`src/rtl/control_stack_pkg.sv`:
```
// Shared types for the wasm control-frame stack: opcodes, frame kinds, value types and trap codes.
package control_stack_pkg;

    typedef enum logic [2:0] {
        CTRL_BLOCK = 3'd0,
        CTRL_LOOP  = 3'd1,
        CTRL_IF    = 3'd2,
        CTRL_ELSE  = 3'd3,
        CTRL_END   = 3'd4,
        CTRL_BR    = 3'd5
    } ctrl_op_e;

    typedef enum logic [1:0] {
        KIND_BLOCK = 2'd0,
        KIND_LOOP  = 2'd1,
        KIND_IF    = 2'd2
    } frame_kind_e;

    typedef enum logic [1:0] {
        VT_I32 = 2'd0,
        VT_I64 = 2'd1,
        VT_F32 = 2'd2,
        VT_F64 = 2'd3
    } val_type_e;

    typedef enum logic [1:0] {
        S_IDLE   = 2'd0,
        S_UNWIND = 2'd1,
        S_RESP   = 2'd2,
        S_HALT   = 2'd3
    } state_e;

    localparam logic [3:0] TRAP_NONE      = 4'd0;
    localparam logic [3:0] TRAP_ENDED     = 4'd1;
    localparam logic [3:0] CTRL_OVERFLOW  = 4'd2;
    localparam logic [3:0] CTRL_BAD_ELSE  = 4'd3;
    localparam logic [3:0] CTRL_BAD_LABEL = 4'd4;

    function automatic frame_kind_e op_kind(ctrl_op_e op);
        case (op)
            CTRL_LOOP: return KIND_LOOP;
            CTRL_IF:   return KIND_IF;
            default:   return KIND_BLOCK;
        endcase
    endfunction

endpackage

```
`src/rtl/control_stack_if.sv`:
```
// Command/response bundle between the decoder/datapath (master) and the control stack (slave).
interface control_stack_if #(
    parameter int DEPTH_BITS = 4,
    parameter int PC_WIDTH   = 16,
    parameter int SP_WIDTH   = 8
);
    logic                  cmd_valid;
    logic                  cmd_ready;
    logic [2:0]            cmd_op;
    logic                  cmd_cond;
    logic [PC_WIDTH-1:0]   cmd_pc;
    logic [PC_WIDTH-1:0]   cmd_else_pc;
    logic [SP_WIDTH-1:0]   cmd_sp;
    logic [1:0]            cmd_type;
    logic                  cmd_has_result;
    logic [DEPTH_BITS-1:0] cmd_depth;

    logic                  resp_valid;
    logic                  resp_jump;
    logic [PC_WIDTH-1:0]   resp_pc;
    logic [SP_WIDTH-1:0]   resp_sp;
    logic [1:0]            resp_type;
    logic                  resp_has_result;
    logic [DEPTH_BITS:0]   depth;
    logic [3:0]            trap;

    modport master (
        output cmd_valid, cmd_op, cmd_cond, cmd_pc, cmd_else_pc, cmd_sp,
               cmd_type, cmd_has_result, cmd_depth,
        input  cmd_ready, resp_valid, resp_jump, resp_pc, resp_sp, resp_type,
               resp_has_result, depth, trap
    );

    modport slave (
        input  cmd_valid, cmd_op, cmd_cond, cmd_pc, cmd_else_pc, cmd_sp,
               cmd_type, cmd_has_result, cmd_depth,
        output cmd_ready, resp_valid, resp_jump, resp_pc, resp_sp, resp_type,
               resp_has_result, depth, trap
    );
endinterface

```
`src/rtl/control_stack_frame_ram.sv`:
```
// control_frame_ram: frame storage with one synchronous write port and one asynchronous read port.
module control_frame_ram #(
    parameter int DEPTH_BITS = 4,
    parameter int WIDTH      = 8
) (
    input  logic                  clk,
    input  logic                  we_i,
    input  logic [DEPTH_BITS-1:0] waddr_i,
    input  logic [WIDTH-1:0]      wdata_i,
    input  logic [DEPTH_BITS-1:0] raddr_i,
    output logic [WIDTH-1:0]      rdata_o
);
    logic [WIDTH-1:0] mem_q [2**DEPTH_BITS];

    // Contents are meaningless above the stack pointer, so no reset is needed.
    always_ff @(posedge clk) begin
        if (we_i) begin
            mem_q[waddr_i] <= wdata_i;
        end
    end

    assign rdata_o = mem_q[raddr_i];
endmodule

```
`src/rtl/control_stack.sv`:
```
// Control-frame stack and branch sequencer: resolves block/loop/if/else/end/br into PC/SP updates.
// Define CONTROL_STACK_CHECK_EN to enable overflow, bad-else and bad-label traps.
module control_stack
    import control_stack_pkg::*;
#(
    parameter int DEPTH_BITS = 4,
    parameter int PC_WIDTH   = 16,
    parameter int SP_WIDTH   = 8
) (
    input  logic            clk,
    input  logic            reset,
    control_stack_if.slave  bus
);
`ifdef CONTROL_STACK_CHECK_EN
    localparam bit CHECK_EN = 1'b1;
`else
    localparam bit CHECK_EN = 1'b0;
`endif

    localparam logic [DEPTH_BITS:0] FULL = (DEPTH_BITS+1)'(2**DEPTH_BITS);
    localparam logic [DEPTH_BITS:0] ONE  = (DEPTH_BITS+1)'(1);

    typedef struct packed {
        frame_kind_e         kind;
        logic [PC_WIDTH-1:0] pc;
        logic [SP_WIDTH-1:0] sp;
        val_type_e           vtype;
        logic                has_result;
    } frame_t;

    typedef struct packed {
        logic                jump;
        logic [PC_WIDTH-1:0] pc;
        logic [SP_WIDTH-1:0] sp;
        val_type_e           vtype;
        logic                has_result;
    } resp_t;

    state_e                state_q, state_d;
    logic [DEPTH_BITS:0]   depth_q, depth_d;
    logic [DEPTH_BITS-1:0] rem_q, rem_d;
    logic [3:0]            trap_q, trap_d;
    logic                  started_q;
    logic                  resp_vld_q, resp_vld_d;
    resp_t                 resp_q, resp_d;

    logic                  push_we;
    frame_t                push_frame;
    frame_t                top;
    logic [$bits(frame_t)-1:0] top_raw;
    logic                  accept;
    ctrl_op_e              op;

    assign op     = ctrl_op_e'(bus.cmd_op);
    assign accept = bus.cmd_valid && bus.cmd_ready;

    control_frame_ram #(
        .DEPTH_BITS (DEPTH_BITS),
        .WIDTH      ($bits(frame_t))
    ) u_frames (
        .clk     (clk),
        .we_i    (push_we && !reset),
        .waddr_i (depth_q[DEPTH_BITS-1:0]),
        .wdata_i (push_frame),
        .raddr_i (depth_q[DEPTH_BITS-1:0] - DEPTH_BITS'(1)),
        .rdata_o (top_raw)
    );
    assign top = frame_t'(top_raw);

    // A branch to a loop re-enters at its start, so no value crosses the restore.
    function automatic resp_t br_resp(frame_t f);
        resp_t r;
        r.jump       = 1'b1;
        r.pc         = f.pc;
        r.sp         = f.sp;
        r.vtype      = f.vtype;
        r.has_result = (f.kind == KIND_LOOP) ? 1'b0 : f.has_result;
        return r;
    endfunction

    always_comb begin
        state_d    = state_q;
        depth_d    = depth_q;
        rem_d      = rem_q;
        trap_d     = trap_q;
        resp_vld_d = 1'b0;
        resp_d     = resp_q;
        push_we    = 1'b0;

        push_frame.kind       = op_kind(op);
        push_frame.pc         = bus.cmd_pc;
        push_frame.sp         = bus.cmd_sp;
        push_frame.vtype      = val_type_e'(bus.cmd_type);
        push_frame.has_result = bus.cmd_has_result;

        case (state_q)
            S_IDLE: begin
                if (accept) begin
                    case (op)
                        CTRL_BLOCK, CTRL_LOOP, CTRL_IF: begin
                            if (CHECK_EN && depth_q == FULL) begin
                                trap_d  = CTRL_OVERFLOW;
                                state_d = S_HALT;
                            end else begin
                                push_we           = 1'b1;
                                depth_d           = depth_q + ONE;
                                resp_vld_d        = 1'b1;
                                resp_d.jump       = (op == CTRL_IF) && !bus.cmd_cond;
                                resp_d.pc         = resp_d.jump ? bus.cmd_else_pc : bus.cmd_pc;
                                resp_d.sp         = bus.cmd_sp;
                                resp_d.vtype      = push_frame.vtype;
                                resp_d.has_result = bus.cmd_has_result;
                            end
                        end
                        CTRL_ELSE: begin
                            if (CHECK_EN && (depth_q == '0 || top.kind != KIND_IF)) begin
                                trap_d  = CTRL_BAD_ELSE;
                                state_d = S_HALT;
                            end else begin
                                resp_vld_d        = 1'b1;
                                resp_d.jump       = 1'b1;
                                resp_d.pc         = top.pc;
                                resp_d.sp         = top.sp;
                                resp_d.vtype      = top.vtype;
                                resp_d.has_result = top.has_result;
                            end
                        end
                        CTRL_END: begin
                            if (depth_q == '0) begin
                                trap_d  = TRAP_ENDED;
                                state_d = S_HALT;
                            end else begin
                                depth_d           = depth_q - ONE;
                                resp_vld_d        = 1'b1;
                                resp_d.jump       = 1'b0;
                                resp_d.pc         = top.pc;
                                resp_d.sp         = top.sp;
                                resp_d.vtype      = top.vtype;
                                resp_d.has_result = top.has_result;
                            end
                        end
                        CTRL_BR: begin
                            if (CHECK_EN && {1'b0, bus.cmd_depth} >= depth_q) begin
                                trap_d  = CTRL_BAD_LABEL;
                                state_d = S_HALT;
                            end else if (bus.cmd_depth == '0) begin
                                resp_vld_d = 1'b1;
                                resp_d     = br_resp(top);
                                state_d    = S_RESP;
                            end else begin
                                depth_d = depth_q - ONE;
                                rem_d   = bus.cmd_depth - DEPTH_BITS'(1);
                                state_d = S_UNWIND;
                            end
                        end
                        default: ;
                    endcase
                end
            end
            S_UNWIND: begin
                if (rem_q == '0) begin
                    resp_vld_d = 1'b1;
                    resp_d     = br_resp(top);
                    state_d    = S_RESP;
                end else begin
                    depth_d = depth_q - ONE;
                    rem_d   = rem_q - DEPTH_BITS'(1);
                end
            end
            // Holds cmd_ready low through the branch response cycle.
            S_RESP:  state_d = S_IDLE;
            S_HALT:  state_d = S_HALT;
            default: state_d = S_IDLE;
        endcase
    end

    always_ff @(posedge clk) begin
        if (reset) begin
            state_q    <= S_IDLE;
            depth_q    <= '0;
            rem_q      <= '0;
            trap_q     <= TRAP_NONE;
            started_q  <= 1'b0;
            resp_vld_q <= 1'b0;
            resp_q     <= '0;
        end else begin
            state_q    <= state_d;
            depth_q    <= depth_d;
            rem_q      <= rem_d;
            trap_q     <= trap_d;
            started_q  <= 1'b1;
            resp_vld_q <= resp_vld_d;
            resp_q     <= resp_d;
        end
    end

    assign bus.cmd_ready       = started_q && !reset && (state_q == S_IDLE);
    assign bus.resp_valid      = resp_vld_q;
    assign bus.resp_jump       = resp_q.jump;
    assign bus.resp_pc         = resp_q.pc;
    assign bus.resp_sp         = resp_q.sp;
    assign bus.resp_type       = resp_q.vtype;
    assign bus.resp_has_result = resp_q.has_result;
    assign bus.depth           = depth_q;
    assign bus.trap            = trap_q;
endmodule

```
`src/flat_wrapper.sv`:
```
// flat-port wrapper written by rule: the top's interface ports become plain ports
module control_stack_flat import control_stack_pkg::*;
#(
    parameter int DEPTH_BITS = 4,
    parameter int PC_WIDTH   = 16,
    parameter int SP_WIDTH   = 8
)
  (clk, reset, bus_cmd_valid, bus_cmd_op, bus_cmd_cond, bus_cmd_pc, bus_cmd_else_pc, bus_cmd_sp, bus_cmd_type, bus_cmd_has_result, bus_cmd_depth, bus_cmd_ready, bus_resp_valid, bus_resp_jump, bus_resp_pc, bus_resp_sp, bus_resp_type, bus_resp_has_result, bus_depth, bus_trap);
  control_stack_if #(.DEPTH_BITS(DEPTH_BITS), .PC_WIDTH(PC_WIDTH), .SP_WIDTH(SP_WIDTH)) bus_i ();
  input  logic clk;
  input  logic reset;
  input wire logic [$bits(bus_i.cmd_valid)-1:0] bus_cmd_valid;
  input wire logic [$bits(bus_i.cmd_op)-1:0] bus_cmd_op;
  input wire logic [$bits(bus_i.cmd_cond)-1:0] bus_cmd_cond;
  input wire logic [$bits(bus_i.cmd_pc)-1:0] bus_cmd_pc;
  input wire logic [$bits(bus_i.cmd_else_pc)-1:0] bus_cmd_else_pc;
  input wire logic [$bits(bus_i.cmd_sp)-1:0] bus_cmd_sp;
  input wire logic [$bits(bus_i.cmd_type)-1:0] bus_cmd_type;
  input wire logic [$bits(bus_i.cmd_has_result)-1:0] bus_cmd_has_result;
  input wire logic [$bits(bus_i.cmd_depth)-1:0] bus_cmd_depth;
  output wire logic [$bits(bus_i.cmd_ready)-1:0] bus_cmd_ready;
  output wire logic [$bits(bus_i.resp_valid)-1:0] bus_resp_valid;
  output wire logic [$bits(bus_i.resp_jump)-1:0] bus_resp_jump;
  output wire logic [$bits(bus_i.resp_pc)-1:0] bus_resp_pc;
  output wire logic [$bits(bus_i.resp_sp)-1:0] bus_resp_sp;
  output wire logic [$bits(bus_i.resp_type)-1:0] bus_resp_type;
  output wire logic [$bits(bus_i.resp_has_result)-1:0] bus_resp_has_result;
  output wire logic [$bits(bus_i.depth)-1:0] bus_depth;
  output wire logic [$bits(bus_i.trap)-1:0] bus_trap;
  assign bus_i.cmd_valid = bus_cmd_valid;
  assign bus_i.cmd_op = bus_cmd_op;
  assign bus_i.cmd_cond = bus_cmd_cond;
  assign bus_i.cmd_pc = bus_cmd_pc;
  assign bus_i.cmd_else_pc = bus_cmd_else_pc;
  assign bus_i.cmd_sp = bus_cmd_sp;
  assign bus_i.cmd_type = bus_cmd_type;
  assign bus_i.cmd_has_result = bus_cmd_has_result;
  assign bus_i.cmd_depth = bus_cmd_depth;
  assign bus_cmd_ready = bus_i.cmd_ready;
  assign bus_resp_valid = bus_i.resp_valid;
  assign bus_resp_jump = bus_i.resp_jump;
  assign bus_resp_pc = bus_i.resp_pc;
  assign bus_resp_sp = bus_i.resp_sp;
  assign bus_resp_type = bus_i.resp_type;
  assign bus_resp_has_result = bus_i.resp_has_result;
  assign bus_depth = bus_i.depth;
  assign bus_trap = bus_i.trap;
  control_stack #(.DEPTH_BITS(DEPTH_BITS), .PC_WIDTH(PC_WIDTH), .SP_WIDTH(SP_WIDTH)) u_core (.clk(clk), .reset(reset), .bus(bus_i));
endmodule
```
`config.mk`:
```
export PLATFORM = sky130hd
export DESIGN_NAME = control_stack_flat
export DESIGN_NICKNAME = d
export VERILOG_FILES = /design/src/rtl/control_stack_pkg.sv /design/src/rtl/control_stack_if.sv /design/src/rtl/control_stack_frame_ram.sv /design/src/rtl/control_stack.sv /design/src/flat_wrapper.sv
export SDC_FILE = /design/constraint.sdc
export NUM_CORES = 1
export LEC_CHECK = 0
export ABC_AREA = 1
export ABC_CLOCK_PERIOD_IN_PS = 3200
export CORE_MARGIN = 1.5
export CORE_UTILIZATION = 37
export DETAILED_ROUTE_END_ITERATION = 12
export PLACE_DENSITY_LB_ADDON = 0.15
export SLEW_MARGIN = 20
export SYNTH_ARGS = -nofsm -noshare
export SYNTH_HDL_FRONTEND = slang
export SYNTH_SLANG_ARGS = --single-unit
```
`constraint.sdc`:
```
create_clock -name clk -period 3.2 [get_ports clk]
set_clock_uncertainty 0.05 [all_clocks]
set_input_delay 0.96 -clock clk [delete_from_list [all_inputs] [get_ports clk]]
set_output_delay 0.96 -clock clk [all_outputs]
set_load 0.05 [all_outputs]
```
==> metrics.yaml <==
grt:
  gr-total-overflow: 0
  grt_pass1_vias: 13500
  grt_max_degree: 125
  antenna_found_initial: 1
  grt_pass1_wl_microns: 85300
  grt_usage_pct: 19.9
worst_setup_path:
  critPathKind: "register to primary output"
  rrSetupSlack_ns: 0.53
  crit_buf_inv: 1
  cp_top_family: "buffers and inverters"
  timing.rr.end: "u_core.bus.resp_sp[0]$_SDFFE_PP0P_"
  reg2reg_depth: 9
  worst_path_max_delay_cell: "clkdlybuf4s50_1"
  cp-start-kind: "register"
  end_kind: "primary output"
  crit_path_max_fanout: 28
  required_ns: 2.19
  r2r-start: "u_core.bus.depth[0]$_SDFFE_PP0P_"
  max_stage_delay_ns: 0.89
  arrival_ns: 2.09
  crit_chain: "clkdlybuf4s50_1"
clock_network:
  cts_buffers: 53
  clk_pin_slew_ns: 0.06
  ctsHoldBuffers: 0
  cts_tree: "yes"
  ctsRootBufferMaster: "clkbuf_16"
  cts-resized-gates: 0
  clock-sinks: 506
  cts_max_path_buffers: 3
  insertion_delay_ns: 0.60
  cts_setup_buffers: 0
  ctsHtreeMaxLevel: 2
die:
  start_util_pct: 37.4
  dieArea_sq_um: 57000
  rows: 86
  die_w_microns: 239
  die_h_microns: 239
  io-pin-count: 93
  core_sq_um: 55000
pwr:
  power_frac_comb_pct: 43.7
  seqPwrFrac_pct: 31.5
  switching_share_pct: 42.2
  power_leakage_nw: 8.65
  vdd_drop_max_v: 0.000765
  clockPowerShare_pct: 24.8
  switching_power_mw: 10.4
  internal_power_mw: 14.3
  power_density_nw_per_um2: 997
timing:
  rsz0062_at_grt: "false"
  hold_viol: 0
  finalCriticalPeriod_ns: 3.10
  timing.final.crit_share_pct: 96.8
  drv_slew: 0
  relSlewSlack_pct: 51.0
  tns_ns: 0
  max_freq_mhz: 323
  worst_pin_slew_ns: 0.733
  setup_viol: 0
  worst_hold_slack_ns: 0.429
synth:
  synthArstFlopShare_pct: 0
  synth_edf_count: 464
  yosysSeqAreaShare_pct: 71.9
  synthDistinctLibCells: 34
  ys_seq_elements: 506
  syn_inst: 1737
  synth_top_area_cell: "edfxtp_1"
  ys.flop_type: "edfxtp_1"
  synth.area.top_cells: "edfxtp_1, nand2_1, nand3_1"
  postSynthAreaPerCell_sq_um: 11.8
  syn_area_sq_um: 20600
  synth_top_area_share_pct: 67.8
  ys.warnings.count: 0
routing:
  wl_per_cell_microns: 21.3
  drc: 0
  first_pass_iters: 5
  first_iter_violations: 1150
  vias: 13800
  routed_wl_microns: 56400
  ant_nets: 0
  routed_via_density: 5.21
cells_and_area:
  final_common_cell: "edfxtp_1"
  final_cell_mix: "edfxtp_1, nand2_1, nand3_1"
  postLayoutCellArea_sq_um: 24700
  seqCellArea_sq_um: 14800
  multi_input_area_sq_um: 5240
  insertedDiodeCount: 0
  post_route_cells_drive_above_1_share_pct: 10.5
  fin_util_pct: 45.0
  fin_nets: 1908
  fillCellCount: 5032
  area_growth_pct: 20.4
place:
  place_hpwl_microns: 33900
  dpl-instance-area_sq_um: 23000
  portBuffers: 89
  place_congestion: 0.862
flow_run:
  maxCapViolCount: 0
hold_path:
  worstHoldStart: "u_core.bus.trap[0]$_SDFFE_PP0P_"
  hold_end: "u_core.bus.trap[0]$_SDFFE_PP0P_"
  min_path_type: "register to register"
  min_path_cells: 2
status:
  status: "finished clean"
## through the flow
step | cells | power (mW) | setup WS [ns]
floorplan | 1739 | 14.8 | -0.166
global placement | 2541 | 18.8 | 0.0187
detailed placement | 2541 | 18.8 | 0.0439
CTS | 2641 | 25.0 | 0.0638
global route | 2641 | 26.1 | 0.0632
finish | 2641 | 24.7 | 0.104
## metal layers
layer  track usage [%]  vias to the layer above  part of all wire (%)
met3              2.60                       88                   4.6
met5                 0                        -                 0.030
li1                  -                     6478                     -
met2              34.1                      400                    50
met1              26.3                     6800                    43
met4              6.06                        2                   2.5
## synth_stat cells (all sizes together) (2+ instances only)
| cell type | number |
|---|---|
| edfxtp | 464 |
| nand2 | 418 |
| nand3 | 286 |
| a21oi | 145 |
| o21ai | 77 |
| buf | 76 |
| nor2 | 63 |
| inv | 46 |
| dfxtp | 42 |
| clkbuf | 36 |
| a22oi | 30 |
| nand3b | 13 |
| a32o | 11 |
| nor3 | 8 |
| ha | 6 |
| o211ai | 5 |
| xor2 | 5 |
| a31oi | 2 |
## cell families after synthesis
kind of cell	share of synthesized area, %
DFF	71.9
other	0.0182
AOI/OAI and AO/OA	7.34
and+or+nand+nor	16.7
buffers and inverters	3.40
xor gates and xnor gates	0.292
adders and majority gates	0.365
## cell type report
class | count | share of cell area (%)
repair buffers | 166 | 7.60
well taps | 748 | 3.78
clock inverters | 28 | 1.17
clock buffers | 72 | 5.81
flip-flops and latches | 506 | 59.7
inverters | 46 | 0.728
multi-input cells | 1075 | 21.2
## worst max path at each step
stage                                          start                                      end  slack [ns]  cells past startpoint
floorplan                                      reset    u_core.u_frames.mem_q[0][0]$_DFFE_PP_       -0.17                      9
global placement                               reset  u_core.u_frames.mem_q[10][15]$_DFFE_PP_        0.02                     11
detailed placement                             reset  u_core.u_frames.mem_q[10][15]$_DFFE_PP_        0.04                     11
CTS                 u_core.bus.depth[0]$_SDFFE_PP0P_                             bus_depth[0]        0.06                      1
global route        u_core.bus.depth[0]$_SDFFE_PP0P_                             bus_depth[0]        0.06                      1
finish              u_core.bus.depth[0]$_SDFFE_PP0P_                             bus_depth[0]        0.10                      1
## state kept, by name (all words and copies together), names as in the netlist, 2 cells and up
signal,count
u_core.bus.depth,5
u_core.bus.resp_type,2
u_core.state_q,2
u_core.bus.resp_pc,16
u_core.rem_q,4
u_core.bus.resp_sp,8
u_core.u_frames.mem_q,464
## power groups by stage
stage	clock, mW	combinational, mW	sequential, mW
after floorplan	0	6.39	8.40
after CTS	6.23	11.0	7.76
after global routing	6.46	11.9	7.78
final	6.12	10.8	7.76
after global placement	0	10.9	7.89
after detailed placement	0	11.0	7.89
Note: power is estimated with default switching activity, not from simulation.
==> RTL edit (same settings) <==
Re-encode `state_e` (4 states) as one-hot, 4 bits wide.
--- a/src/rtl/control_stack_pkg.sv
+++ b/src/rtl/control_stack_pkg.sv
@@ -23,11 +23,11 @@
         VT_F64 = 2'd3
     } val_type_e;
 
-    typedef enum logic [1:0] {
-        S_IDLE   = 2'd0,
-        S_UNWIND = 2'd1,
-        S_RESP   = 2'd2,
-        S_HALT   = 2'd3
+    typedef enum logic [3:0] {
+        S_IDLE   = 4'b0001,
+        S_UNWIND = 4'b0010,
+        S_RESP   = 4'b0100,
+        S_HALT   = 4'b1000
     } state_e;
 
     localparam logic [3:0] TRAP_NONE      = 4'd0;
Function: no difference found for any inputs over 4 cycles, from zero or initial values and one cycle with reset high; so few cycles prove little.
==> RTL edit against the unedited design <==
- maximum frequency rose by 3.9%
- count of clock-buffer cells in the layout rose by 3
- routed wire length rose by 8.9%
- die area rose by 1.4%
- highest routed layer is now met4
- worst setup slack improved by 0.12 ns
- design area rose by 1.9%
- sequential cell count rose by 2
- synthesized cell count rose by 3.7%
- synthesized area rose by 1.4%
Power is not compared: it rests on default switching activity, and its combinational part moved more than twofold at a synthesized area within 25%.
==> RTL edit: results (changes against the unedited design) <==
Outcome
The run finished with clean final reports.

Layout
The number of inserted diodes is 0 (unchanged). The number of filler cells placed in the layout was 5132 (+2.0%). The share of final-layout standard cells stronger than drive strength 1 is 11.5% (+1.0 points). The number of flip-flops in the largest register is 464 (unchanged). The top register by number of flip-flops is u_core.u_frames.mem_q. The post-layout net count is 1997 (+4.7%).

Global routing
The global-route wire length before repair came to 91000 µm (+6.7%). The largest net degree at the start of global routing is 146 (+17%). The global router's overall resource usage is 21.5% (+1.6 points).

The number of antenna violations at the first check in global routing was 0 (-1).

CTS
The number of cells upsized or downsized after cts came to 0 (unchanged). The CTS H-tree depth is 2 (unchanged). The insertion delay of the later-clocked pin in the worst-skew pair is 0.61 ns. The register clock-pin slew on the reported worst setup and hold paths is 0.06 ns (about the same). The number of buffers inserted to repair setup after CTS came to 0 (unchanged).

The number of buffers on the longest clock path is 3 (unchanged). The CTS buffer count is 53 (unchanged). The tree is rooted in a sky130_fd_sc_hd__clkbuf_16.

Logic synthesis
The synthesized-area fraction occupied by xor and xnor cells is 0.336% (+0.044 points). Ranked by instance count, the synthesized netlist is headed by sky130_fd_sc_hd__edfxtp_1, sky130_fd_sc_hd__nand2_1, sky130_fd_sc_hd__nand3_1. The adder-cell share of the synthesized area is 0.360% (-0.0052 points).

The share of the yosys chip area belonging to registers is 71.1% (-0.83 points). The synthesized netlist cell count is 1801 (+3.7%). The compound-cell area share of the yosys netlist is 7.14% (-0.19 points). The proportion of synthesized area in mux cells is 0.0480% (+0.048 points). The count of flip-flops with a built-in enable after synthesis is 464 (unchanged). The proportion of synthesized flip-flops having asynchronous set or reset came to 0% (unchanged).

The count of yosys warnings during synthesis was 0 (unchanged). The number of unique standard cell types used by synthesis is 41 (+21%). Sorting the synthesized cells by area gives the leading types as sky130_fd_sc_hd__edfxtp_1, sky130_fd_sc_hd__nand2_1, sky130_fd_sc_hd__nand3_1, sky130_fd_sc_hd__dfxtp_1, sky130_fd_sc_hd__a21oi_1.

Detailed routing
The ratio of routed vias to standard cells is 5.21 (about the same). The number of iterations in the first detailed-routing pass is 5 (unchanged). The final wirelength came to 61400 µm (+8.9%). The overall via count from detail_route is 14229 (+3.3%). The initial DRC count came to 1304 (+13%).

Placement
The cell total after placement was 2630 (+3.5%). The final estimated routing congestion in global placement came to 0.868 (+0.73%). The cell area reported after detailed placement came to 23500 µm² (+1.9%). The count of input and output buffers is 89 (unchanged). The sum of net half-perimeters after detailed placement is 38000 µm (+12%).

Worst setup path
The data arrival time of the critical path is 1.97 ns (-0.12 ns). Among cell families on the critical path, the largest total delay comes from buffers and inverters. The largest stage delay on the critical path is 0.89 ns (about the same). The highest-delay cell along the critical path is sky130_fd_sc_hd__clkdlybuf4s50_1.

The highest fanout seen on the critical path is 5 (-82%).

Timing
The actual transition at the worst max-transition pin came to 0.917 ns (+0.185 ns).

Min path
The class of the tightest hold or removal check is reg -> reg.

Pwr
In this run the static leakage power is 9.11 nW. The worst-case IR drop observed on VDD is 0.445 mV.
[RTL edit: changes by cell type after synthesis, sizes merged, moves of 4 or more]
| cell | unedited run | this run |
|---|---|---|
| a22oi | 30 | 48 |
| a32o | 11 | 0 |
| buf | 76 | 85 |
| clkbuf | 36 | 32 |
| inv | 46 | 55 |
| nand2 | 418 | 454 |
| nand3 | 286 | 274 |
| nand3b | 13 | 2 |
| nor2 | 63 | 96 |
| nor3 | 8 | 4 |
| o21ai | 77 | 60 |
| o22ai | 0 | 6 |
[RTL edit: kinds of logic after synthesis]
logic type      count (synthesis)
compound gates                268
xor+xnor                        8
fa+ha+maj                       6
buf+inv                       174
flops                         508
mux                             1
other cells                     1
simple gates                  835
[RTL edit: worst paths after layout]
path | start | endpoint | slack (ns) | cells past startpoint
setup reg to reg | u_core.bus.depth[0] | u_core.bus.resp_pc[0] | 0.55 | 10
setup / recovery | u_core.bus.depth[4] | bus_depth[4] | 0.22 | 1
hold / removal | u_core.bus.resp_jump | u_core.bus.resp_jump | 0.41 | 2
hold reg to reg | u_core.bus.resp_jump | u_core.bus.resp_jump | 0.41 | 2
[RTL edit: final cells by class]
cell class	count	area (µm²)	share of cell area [%]
inverter	57	223	0.884
tap	748	936	3.71
multi-input combinational	1121	5390	21.4
timing repair buffer	196	2090	8.30
clock inverter	24	240	0.953
sequential	508	14800	58.8
clock buffer	75	1500	5.96
[RTL edit: routing by layer]
metal  part of all wire, %  global-route usage [%]
met1                    45                    29.4
met4                   2.4                    5.77
met2                    48                    35.8
met3                   4.8                    3.20
met5                     0                       0
[RTL edit: stage by stage]
stage                     utilization, %  worst slack, ns  setup TNS [ns]  hold WS (ns)
after floorplan                        -           -0.150          -43.14         0.400
after global placement              42.3            0.110               0         0.403
after detailed placement            42.3            0.127               0         0.409
after CTS                           45.5            0.191               0         0.417
after global routing                45.5            0.141               0         0.447
final                               45.5            0.220               0         0.411
[RTL edit: report_power, final]
| group | internal, mW | total, mW | switching [mW] |
|---|---|---|---|
| registers | 7.27 | 7.28 | 0.0182 |
| clock network | 3.60 | 6.17 | 2.57 |
| logic | 0.568 | 1.98 | 1.41 |
| total | 11.4 | 15.4 | 4.00 |
